$ cat src/rtl/fetch_redirect_if.sv
// Fetch/redirect bundle between the backend (master) and the fetch redirect controller (slave).
// The master drives stall, memory-ready and redirect requests; the slave drives the fetch pair and status.
interface fetch_redirect_if;
    logic        stall;
    logic        mem_ready;
    logic        branch_req;
    logic        jalr_req;
    logic        jump_req;
    logic [31:0] branch_pc;
    logic [31:0] jalr_pc;
    logic [31:0] jump_pc;
    logic [31:0] pc_0;
    logic [31:0] pc_1;
    logic [1:0]  pc_source;
    logic        fetch_valid;
    logic        flush;
    logic        redirect_pending;
    logic [31:0] redirect_count;

    modport master (
        output stall, mem_ready, branch_req, jalr_req, jump_req,
               branch_pc, jalr_pc, jump_pc,
        input  pc_0, pc_1, pc_source, fetch_valid, flush,
               redirect_pending, redirect_count
    );

    modport slave (
        input  stall, mem_ready, branch_req, jalr_req, jump_req,
               branch_pc, jalr_pc, jump_pc,
        output pc_0, pc_1, pc_source, fetch_valid, flush,
               redirect_pending, redirect_count
    );
endinterface

$ cat src/rtl/fetch_redirect_ctrl.sv
// Dual-slot fetch PC sequencer with branch/jalr/jump redirect, stall-time redirect latch and flush pulse.
// Optional macro REDIRECT_CNT_EN enables a saturating count of flush pulses on redirect_count.
module fetch_redirect_ctrl #(
    parameter logic [31:0] RESET_VEC = 32'h0000_0000
) (
    input  logic              clk,
    input  logic              rst_n,
    fetch_redirect_if.slave   bus
);
    typedef enum logic [1:0] {BOOT, RUN, STALL, BUBBLE} state_t;

    state_t      state_reg, state_next;
    logic [31:0] pc_0_reg, pc_0_next;
    logic [31:0] pc_1_reg;
    logic        fetch_valid_reg;
    logic        flush_reg, flush_next;
    logic        pending_reg, pending_next;
    logic [31:0] latch_target_reg, latch_target_next;

    logic        any_req;
    logic [1:0]  win_src;
    logic [31:0] win_target;

    // Same-cycle arbitration: branch beats jalr beats jump; targets are word aligned.
    always_comb begin
        win_src    = 2'd0;
        win_target = 32'h0;
        if (bus.branch_req) begin
            win_src    = 2'd2;
            win_target = bus.branch_pc & ~32'h3;
        end else if (bus.jalr_req) begin
            win_src    = 2'd1;
            win_target = bus.jalr_pc & ~32'h3;
        end else if (bus.jump_req) begin
            win_src    = 2'd3;
            win_target = bus.jump_pc & ~32'h3;
        end
    end

    assign any_req = bus.branch_req | bus.jalr_req | bus.jump_req;

    always_ff @(posedge clk or negedge rst_n) begin
        if (!rst_n) begin
            state_reg        <= BOOT;
            pc_0_reg         <= RESET_VEC;
            pc_1_reg         <= RESET_VEC + 32'd4;
            fetch_valid_reg  <= 1'b0;
            flush_reg        <= 1'b0;
            pending_reg      <= 1'b0;
            latch_target_reg <= 32'h0;
        end else begin
            state_reg        <= state_next;
            pc_0_reg         <= pc_0_next;
            pc_1_reg         <= pc_0_next + 32'd4;
            fetch_valid_reg  <= (state_next == RUN);
            flush_reg        <= flush_next;
            pending_reg      <= pending_next;
            latch_target_reg <= latch_target_next;
        end
    end

    always_comb begin
        state_next = state_reg;
        case (state_reg)
            BOOT:    state_next = RUN;
            RUN:     state_next = any_req ? BUBBLE : (bus.stall ? STALL : RUN);
            STALL: begin
                if (!bus.stall)
                    state_next = (any_req || pending_reg) ? BUBBLE : RUN;
            end
            BUBBLE:  state_next = any_req ? BUBBLE : (bus.stall ? STALL : RUN);
            default: state_next = BOOT;
        endcase
    end

    always_comb begin
        pc_0_next         = pc_0_reg;
        flush_next        = 1'b0;
        pending_next      = pending_reg;
        latch_target_next = latch_target_reg;
        case (state_reg)
            RUN: begin
                if (any_req) begin
                    pc_0_next  = win_target;
                    flush_next = 1'b1;
                end else if (!bus.stall && bus.mem_ready) begin
                    pc_0_next = pc_0_reg + 32'd8;
                end
            end
            STALL: begin
                if (!bus.stall) begin
                    // A request arriving with the stall release supersedes the latched one.
                    if (any_req) begin
                        pc_0_next  = win_target;
                        flush_next = 1'b1;
                    end else if (pending_reg) begin
                        pc_0_next  = latch_target_reg;
                        flush_next = 1'b1;
                    end
                    pending_next      = 1'b0;
                    latch_target_next = 32'h0;
                end else if (any_req && (!pending_reg || bus.branch_req || bus.jalr_req)) begin
                    latch_target_next = win_target;
                    pending_next      = 1'b1;
                end
            end
            BUBBLE: begin
                if (any_req) begin
                    pc_0_next  = win_target;
                    flush_next = 1'b1;
                end
            end
            default: ;
        endcase
    end

`ifdef REDIRECT_CNT_EN
    logic [31:0] count_reg;

    always_ff @(posedge clk or negedge rst_n) begin
        if (!rst_n)
            count_reg <= 32'h0;
        else if (flush_next && (count_reg != 32'hFFFF_FFFF))
            count_reg <= count_reg + 32'd1;
    end

    assign bus.redirect_count = count_reg;
`else
    assign bus.redirect_count = 32'h0;
`endif

    assign bus.pc_0             = pc_0_reg;
    assign bus.pc_1             = pc_1_reg;
    assign bus.pc_source        = win_src;
    assign bus.fetch_valid      = fetch_valid_reg;
    assign bus.flush            = flush_reg;
    assign bus.redirect_pending = pending_reg;
endmodule

$ cat src/flat_wrapper.sv
// flat-port wrapper written by rule: the top's interface ports become plain ports
module fetch_redirect_ctrl_flat 
#(
    parameter logic [31:0] RESET_VEC = 32'h0000_0000
)
  (clk, rst_n, bus_stall, bus_mem_ready, bus_branch_req, bus_jalr_req, bus_jump_req, bus_branch_pc, bus_jalr_pc, bus_jump_pc, bus_pc_0, bus_pc_1, bus_pc_source, bus_fetch_valid, bus_flush, bus_redirect_pending, bus_redirect_count);
  fetch_redirect_if bus_i ();
  input  logic clk;
  input  logic rst_n;
  input wire logic [$bits(bus_i.stall)-1:0] bus_stall;
  input wire logic [$bits(bus_i.mem_ready)-1:0] bus_mem_ready;
  input wire logic [$bits(bus_i.branch_req)-1:0] bus_branch_req;
  input wire logic [$bits(bus_i.jalr_req)-1:0] bus_jalr_req;
  input wire logic [$bits(bus_i.jump_req)-1:0] bus_jump_req;
  input wire logic [$bits(bus_i.branch_pc)-1:0] bus_branch_pc;
  input wire logic [$bits(bus_i.jalr_pc)-1:0] bus_jalr_pc;
  input wire logic [$bits(bus_i.jump_pc)-1:0] bus_jump_pc;
  output wire logic [$bits(bus_i.pc_0)-1:0] bus_pc_0;
  output wire logic [$bits(bus_i.pc_1)-1:0] bus_pc_1;
  output wire logic [$bits(bus_i.pc_source)-1:0] bus_pc_source;
  output wire logic [$bits(bus_i.fetch_valid)-1:0] bus_fetch_valid;
  output wire logic [$bits(bus_i.flush)-1:0] bus_flush;
  output wire logic [$bits(bus_i.redirect_pending)-1:0] bus_redirect_pending;
  output wire logic [$bits(bus_i.redirect_count)-1:0] bus_redirect_count;
  assign bus_i.stall = bus_stall;
  assign bus_i.mem_ready = bus_mem_ready;
  assign bus_i.branch_req = bus_branch_req;
  assign bus_i.jalr_req = bus_jalr_req;
  assign bus_i.jump_req = bus_jump_req;
  assign bus_i.branch_pc = bus_branch_pc;
  assign bus_i.jalr_pc = bus_jalr_pc;
  assign bus_i.jump_pc = bus_jump_pc;
  assign bus_pc_0 = bus_i.pc_0;
  assign bus_pc_1 = bus_i.pc_1;
  assign bus_pc_source = bus_i.pc_source;
  assign bus_fetch_valid = bus_i.fetch_valid;
  assign bus_flush = bus_i.flush;
  assign bus_redirect_pending = bus_i.redirect_pending;
  assign bus_redirect_count = bus_i.redirect_count;
  fetch_redirect_ctrl #(.RESET_VEC(RESET_VEC)) u_core (.clk(clk), .rst_n(rst_n), .bus(bus_i));
endmodule
$ cat config.mk
export PLATFORM = sky130hd
export DESIGN_NAME = fetch_redirect_ctrl_flat
export DESIGN_NICKNAME = d
export VERILOG_FILES = /design/src/rtl/fetch_redirect_if.sv /design/src/rtl/fetch_redirect_ctrl.sv /design/src/flat_wrapper.sv
export SDC_FILE = /design/constraint.sdc
export NUM_CORES = 1
export LEC_CHECK = 0
export ABC_AREA = 1
export BUFFER_PORTS_ARGS = -buffer_cell sky130_fd_sc_hd__buf_2
export CAP_MARGIN = 20
export CORE_MARGIN = 3
export CORE_UTILIZATION = 40
export CTS_BUF_LIST = sky130_fd_sc_hd__clkbuf_2
export CTS_CLUSTER_SIZE = 30
export DETAILED_ROUTE_END_ITERATION = 10
export GPL_TIMING_DRIVEN = 0
export PLACE_DENSITY = 0.74
export SETUP_SLACK_MARGIN = 0.4
export SYNTH_ARGS = -nofsm -noshare
export SYNTH_HDL_FRONTEND = slang
export SYNTH_SLANG_ARGS = --single-unit
$ cat constraint.sdc
create_clock -name clk -period 2.6 [get_ports clk]
set_clock_uncertainty 0.05 [all_clocks]
set_input_delay 0.39 -clock clk [delete_from_list [all_inputs] [get_ports clk]]
set_output_delay 0.39 -clock clk [all_outputs]
set_load 0.02 [all_outputs]
==> key figures, run 1 <==
Critical path
  – CP arrival: between 3 and 4 ns
  – Nature of the critical path endpoint: flip-flop
  – Crit Path Max Fanout: 7
  – CP Class: reg2reg
  – Critical path required time: 3.20 ns
  – Crit start category: flip-flop

Global route
  – Largest net degree at the start of global routing: 54
  – Grt ovf: 0
  – Antenna violations before repair: 0
  – GRT Total Usage: 0.276
  – First-pass GRT wire length: 48100 um
  – Number of global-route vias before repair: 9428

Yosys
  – Sequential share of the synthesized area: 0.294
  – Top-count cell post-synth: nand2_1
  – Ys Warns: 0
  – Yosys top cell area share: 0.291
  – Synth unique cells: 48
  – Synth area leaders: dfrtp_1 (29%), nand2_1 (20%), nand3_1 (7.2%)
  – Synthesized area: 8250 um^2
  – Post-synthesis register bit count: 97
  – EDFF count, synth: 0
  – Most frequent cells after synthesis: nand2_1 (448), inv_1 (139), nand3_1 (118), nor2_1 (104), a21oi_1 (100)
  – Ys async rst share: 1.00
  – Cell taking the most area after synthesis: dfrtp_1
  – Post-Syn Instances: ~1.3k
  – Synth Flop Type: dfrtp_1
  – Mean Syn Cell Area: approximately 6.3 um^2

Drt
  – TritonRoute pass-1 iters: 6
  – DR DRC count: 0
  – Antenna viol nets, final: 0
  – Via density per instance: 5.27
  – DR WL/cell: 16.9 um
  – WL final: 31700 um
  – Number of vias in the routed layout: just under 10k
  – Number of DRC markers in iteration 0: about 940

Clock tree
  – Clock latency on the worst-skew pair: 0.71 ns
  – Num Clock Sinks: 97
  – CTS Buf Count: 9
  – CTS tree: done
  – CTS root buffer: clkbuf_2
  – Clock transition at path regs: 0.37 ns
  – H-tree levels: 3
  – Max clock buf depth: 2

Placement
  – Final RePlAce weighted congestion: 1.02
  – Detail Placement HPWL: 23300 um
  – Place WS: -0.726 ns
  – Port Buffers: 164
  – Placed cells: about 1.8k

Cells and area
  – Layout cell share with drive strength beyond 1: 0.334
  – Nets: 1710
  – Antenna cells: 0
  – FF/Latch Area: 2450 um^2
  – Multi-input gate area: 5480 um^2
  – FILL cells: 1920
  – Area Overhead vs Synth: 35.8%
  – Non-filler cells in the finished layout: 1875

STA
  – Setup-failing EPs final: 0
  – Hold Fails Final Rpt: 0
  – Slew Limit Fails: 0
  – Final setup margin: 0.0851 ns
  – RSZ-0062 raised after global routing: yes
  – Highest clock rate: 398 MHz
  – Crit path time final: 2.51 ns
  – Rel. slew slack: 0.579
  – Worst-margin pin slew: 0.631 ns
  – Final period util: 0.967

Die
  – Horiz. Die Dim: 150 um
  – Core area: 19800 um^2
  – Starting Density: 0.416
  – Row Count: 51
  – Total die area: 22400 um^2
  – Die Ht: between 100 and 150 um
  – I/O pin total: 204

Power
  – PwrDens: 500 nW/um^2
  – Lkg Pwr: 5.68 nW
  – Max IR drop VDD: 248 uV

Run
  – Max_cap viols: 0

Outcome
  – Outcome: complete, no violations

Min path
  – Worst hold path class: in2reg
[layout make-up]
class / instances / area share
clock inverters: 7 / 0.00704
plain buffers: 90 / 0.0631
multi-input cells: 1009 / 0.489
flip-flops and latches: 97 / 0.218
well taps: 265 / 0.0296
inverters: 153 / 0.0534
repair buffers: 245 / 0.135
clock buffers: 9 / 0.00402
[routing by layer]
| metal | vias to the layer above | routed length [um] | GRT usage |
|---|---|---|---|
| met5 | - | 0 | 0 |
| met4 | 0 | 1780 | 0.146 |
| met3 | 121 | 2360 | 0.0351 |
| met2 | 483 | 14900 | 0.456 |
| met1 | 4568 | 12700 | 0.352 |
| li1 | 4718 | - | - |
[critical path, stage by stage, from the launching register on]
cell and delay [ns]:
dfrtp_2 0.51, ha_4 0.17, nand3_4 0.10, nor2_4 0.19
buf_6 0.13, nor2_1 0.03, o21ai_1 0.12, nand3_1 0.12
nand3_4 0.11, nand2_4 0.09, nor2_4 0.15, nand3_4 0.14
nor2_4 0.23, buf_4 0.15, xor2_1 0.16
[report_power, final]
group / total, mW / switching [mW] / internal, mW
clock network: 0.826 / 0.654 / 0.172
logic: 2.73 / 1.73 / 0.996
registers: 2.04 / 0.216 / 1.83
total: 5.60 / 2.60 / 2.99
[repair_timing]
action	CTS	global route
endpoints found under the hold margin	49	0
hold buffers	8	0
pin swaps	44	34
resized for setup	157	56
gates cloned	2	0
setup endpoints to repair	43	38
setup buffers	56	15
[cells in the final DEF (no fill, tap or decap), types with 32 or more instances in the layout]
cell type and count:
inv_1 131, a21oi_1 87, nor2_4 39, conb_1 32, buf_4 113, nand2_1 423, nand3_1 91, buf_2 179
dfrtp_1 81, nor2_1 77
[per-stage QoR]
| step | hold WS (ns) | instance area [um^2] | TNS, ns | total power [mW] | utilization |
|---|---|---|---|---|---|
| after global placement | 0.421 | 9590 | -8.60 | 4.21 | 0.483 |
| after global routing | 0.0226 | 11200 | -0.0404 | 5.94 | 0.564 |
| after CTS | 0.00125 | 10900 | 0 | 5.47 | 0.548 |
| after detailed placement | 0.402 | 9620 | -9.81 | 4.25 | 0.485 |
| after floorplan | 0.0444 | 8440 | -0.00289 | 3.49 | - |
| final | 0.00841 | 11200 | 0 | 5.60 | 0.564 |
[cell families (layout without fill, tap and decap cells)]
group	Yosys count	count (layout)	synth area share
buffers and inverters	243	504	0.143
xor gates and xnor gates	14	14	0.0149
other	1	32	0.000455
and+or+nand+nor	789	790	0.430
AOI/OAI and AO/OA	171	171	0.114
adders and majority gates	2	2	0.00303
DFF	97	97	0.294
[path summary, 6_finish.rpt]
kind | from | end | slack (ns) | cells past startpoint
hold / removal | bus_branch_pc[31] | u_core.latch_target_reg[31]$_DFFE_PN0P_ | 0.008 | 3
min in group asynchronous | rst_n | u_core.latch_target_reg[7]$_DFFE_PN0P_ | 0.10 | 2
setup / recovery | u_core.bus.pc_0[3]$_DFF_PN0_ | u_core.bus.pc_1[14]$_DFF_PN0_ | 0.09 | 14
max in group asynchronous | rst_n | u_core.bus.pc_1[2]$_DFF_PN1_ | 1.64 | 3
setup reg to reg | u_core.bus.pc_0[3]$_DFF_PN0_ | u_core.bus.pc_1[14]$_DFF_PN0_ | 0.09 | 14
hold reg to reg | flip-flop | flip-flop | 0.48 | 2
No activity file was read; power rests on OpenSTA's default activity.
==> run 2, diff against run 1 <==
==> constraint.sdc (replaced) <==
create_clock -name clk -period 2.6 [get_ports clk]
set_clock_uncertainty 0.05 [all_clocks]
set_input_delay 0.39 -clock clk [delete_from_list [all_inputs] [get_ports clk]]
set_output_delay 0.39 -clock clk [all_outputs]
set_load 0.005 [all_outputs]
==> run 2 against run 1 <==
Register-to-register slack got worse by 0.04 ns. Hold slack improved by 0.015 ns. Non-clock buffer count rose by 9. Global-route usage rose by 0.069 points. Fmax fell by 1.7%. Sequential share of layout area fell by 0.13 points. Combinational power fell by 9.2%. Cell count rose by 0.53%.
==> key figures, run 2 (synthesis gave the netlist of run 1 again) <==
Outcome
  – Outcome: complete, no violations

Placement
  – Placed cells: 1778 (unchanged)
  – Port Buffers: 164 (unchanged)
  – Detail Placement HPWL: 23200 um (-0.52%)
  – Place WS: -0.727 ns (-0.000774 ns)
  – Final RePlAce weighted congestion: 0.992 (-2.3%)

Critical path
  – Critical path's top delay family: simple AND/OR/NAND/NOR gates
  – R2R cell count: 14 (unchanged)
  – R2r setup slk: 0.04 ns (-0.04 ns)
  – Slowest cell on crit path: dfrtp_2
  – Max incr delay on CP: 0.53 ns (+0.02 ns)
  – CP arrival: 3.11 ns (about the same)
  – CP Class: reg2reg
  – Crit start category: flip-flop
  – Worst-path cell chain: nor2_4 > inv_2 > buf_8 > a21oi_4 > nand2_1 > a22oi_2 > ha_2 > nand3_2 > nor2_4 > nand3_4 > nor2_4 > nand3_2 > nand2_2 > nand2_1
  – RR Startpoint: u_core.state_reg[0]$_DFF_PN0_
  – CP most frequent cell: nor2_4
  – WP buf/inv: 2 (unchanged)
  – Critical path required time: 3.15 ns (-0.05 ns)
  – R2r endpoint: u_core.bus.pc_1[28]$_DFF_PN0_
  – Crit Path Max Fanout: 5 (-2)
  – Nature of the critical path endpoint: flip-flop

STA
  – Slew Limit Fails: 0 (unchanged)
  – Setup TNS: 0 ns (unchanged)
  – Hold slack: 0.0238 ns (+0.0154 ns)
  – Highest clock rate: 391 MHz (-1.7%)
  – Hold Fails Final Rpt: 0 (unchanged)
  – Final period util: 0.984 (+0.0171)
  – Rel. slew slack: 0.591 (+0.0115)
  – Worst-margin pin slew: 0.614 ns (-0.0173 ns)
  – Setup-failing EPs final: 0 (unchanged)
  – Crit path time final: 2.56 ns (+0.0444 ns)
  – Final setup margin: 0.0407 ns (-0.0444 ns)
  – RSZ-0062 raised after global routing: yes

Cells and area
  – Post-layout util: 0.568 (+0.00366)
  – Most frequent cells in the layout: nand2_1 (411), buf_2 (177), inv_1 (131), buf_4 (115), nand3_1 (93)
  – Area Overhead vs Synth: 36.7%
  – Layout cell share with drive strength beyond 1: 0.347 (+0.0136)
  – Commonest non-fill, non-tap cell in the layout: nand2_1
  – Nets: 1719 (+0.53%)
  – Non-filler cells in the finished layout: 1885 (+0.53%)

Drt
  – Via density per instance: 5.28 (about the same)
  – Antenna viol nets, final: 0 (unchanged)
  – WL final: 31800 um (+0.58%)
  – DR WL/cell: 16.9 um (about the same)
  – DR DRC count: 0 (unchanged)
  – TritonRoute pass-1 iters: 6 (unchanged)
  – Number of vias in the routed layout: 9949 (+0.60%)
  – Number of DRC markers in iteration 0: 979 (+4.6%)

Clock tree
  – H-tree levels: 3 (unchanged)
  – CTS tree: done
  – CTS root buffer: clkbuf_2
  – Clock transition at path regs: 0.32 ns (-0.05 ns)
  – CTS Buf Count: 9 (unchanged)
  – Clock latency on the worst-skew pair: 0.70 ns (about the same)
  – Num Clock Sinks: 97 (unchanged)
  – Max clock buf depth: 2 (unchanged)

Die
  – Core area: 19800 um^2 (unchanged)
  – Horiz. Die Dim: 150 um (unchanged)
  – Starting Density: 0.416 (unchanged)
  – I/O pin total: 204 (unchanged)
  – Total die area: 22400 um^2 (unchanged)
  – Die Ht: 150 um (unchanged)
  – Row Count: 51 (unchanged)

Global route
  – Number of global-route vias before repair: 9339 (-0.94%)
  – First-pass GRT wire length: 48400 um (+0.57%)
  – Grt ovf: 0 (unchanged)
  – Largest net degree at the start of global routing: 59 (+9.3%)
  – Antenna violations before repair: 0 (unchanged)
  – GRT Total Usage: 0.276 (+0.000693)

Min path
  – Worst Min Path Start: bus_jump_pc[6]
  – Hold endpoint: u_core.latch_target_reg[6]$_DFFE_PN0P_
  – Worst hold path class: in2reg
  – Hold Path Stages: 5 (+2)

Power
  – PwrDens: 473 nW/um^2 (-5.4%)
  – Max IR drop VDD: 237 uV (-4.5%)
  – Lkg Pwr: 5.66 nW (-0.20%)

Run
  – Max_cap viols: 0 (unchanged)
## run 2: worst max-delay path by stage
stage / start / end / slack, ns / cells after the start
6_report: u_core.state_reg[0]$_DFF_PN0_ / u_core.bus.pc_1[28]$_DFF_PN0_ / 0.04 / 14
3_3_place_gp: bus_branch_req / u_core.bus.pc_1[16]$_DFF_PN0_ / -0.67 / 17
4_1_cts: u_core.bus.redirect_pending$_DFFE_PN0P_ / u_core.bus.pc_1[14]$_DFF_PN0_ / 0.17 / 14
3_5_place_dp: bus_branch_req / u_core.bus.pc_1[16]$_DFF_PN0_ / -0.73 / 17
5_1_grt: u_core.state_reg[0]$_DFF_PN0_ / u_core.bus.pc_1[28]$_DFF_PN0_ / -0.08 / 14
2_1_floorplan: bus_jalr_req / u_core.bus.pc_1[16]$_DFF_PN0_ / -0.003 / 17
## run 2: final cells by class
type,count,area [um^2]
multi-input cells,1009,5480
diodes,1,2.50
clock inverters,7,78.8
inverters,153,591
plain buffers,90,711
flip-flops and latches,97,2450
fillers,1930,8570
clock buffers,9,45.0
repair buffers,254,1590
well taps,265,332
## run 2: metal layers
metal,wire (um),track usage,vias to the layer above,share of wire
met5,0,0,-,0
met4,1440,0.128,0,0.045
met3,2780,0.0494,106,0.087
met2,15000,0.452,493,0.47
met1,12700,0.356,4619,0.40
li1,-,-,4731,-
## run 2: metrics by stage
step	instance area (um^2)	power, mW
after floorplan	8420	3.23
after global placement	9570	3.94
after detailed placement	9600	3.97
after CTS	10800	5.17
after global routing	11300	5.68
final	11300	5.33
## run 2: worst register-to-register path, delay by kind of cell, from the launching register on
| kind | cells | cell delay (ns) |
|---|---|---|
| AND/OR/NAND/NOR | 9 | 1.05 |
| AO/OA/AOI/OAI | 2 | 0.40 |
| adder cells (fa/ha/maj) | 1 | 0.26 |
| buffers and inverters | 2 | 0.19 |
| flip-flops | 1 | 0.53 |
## run 2: power by group
group,internal [mW],switching (mW),leakage (nW),total (mW)
clock network,0.172,0.645,0.0771,0.816
registers,1.83,0.206,1.16,2.03
logic,0.985,1.50,4.43,2.48
total,2.98,2.35,5.66,5.33
## run 2: what timing repair did
action                                  4_1_cts  5_1_grt
endpoints found under the setup margin       34       40
pin swaps                                    54       43
buffers inserted                             66       18
hold buffers                                  4        1
endpoints found under the hold margin        42        1
gates cloned                                  1        0
resized for setup                           168       75
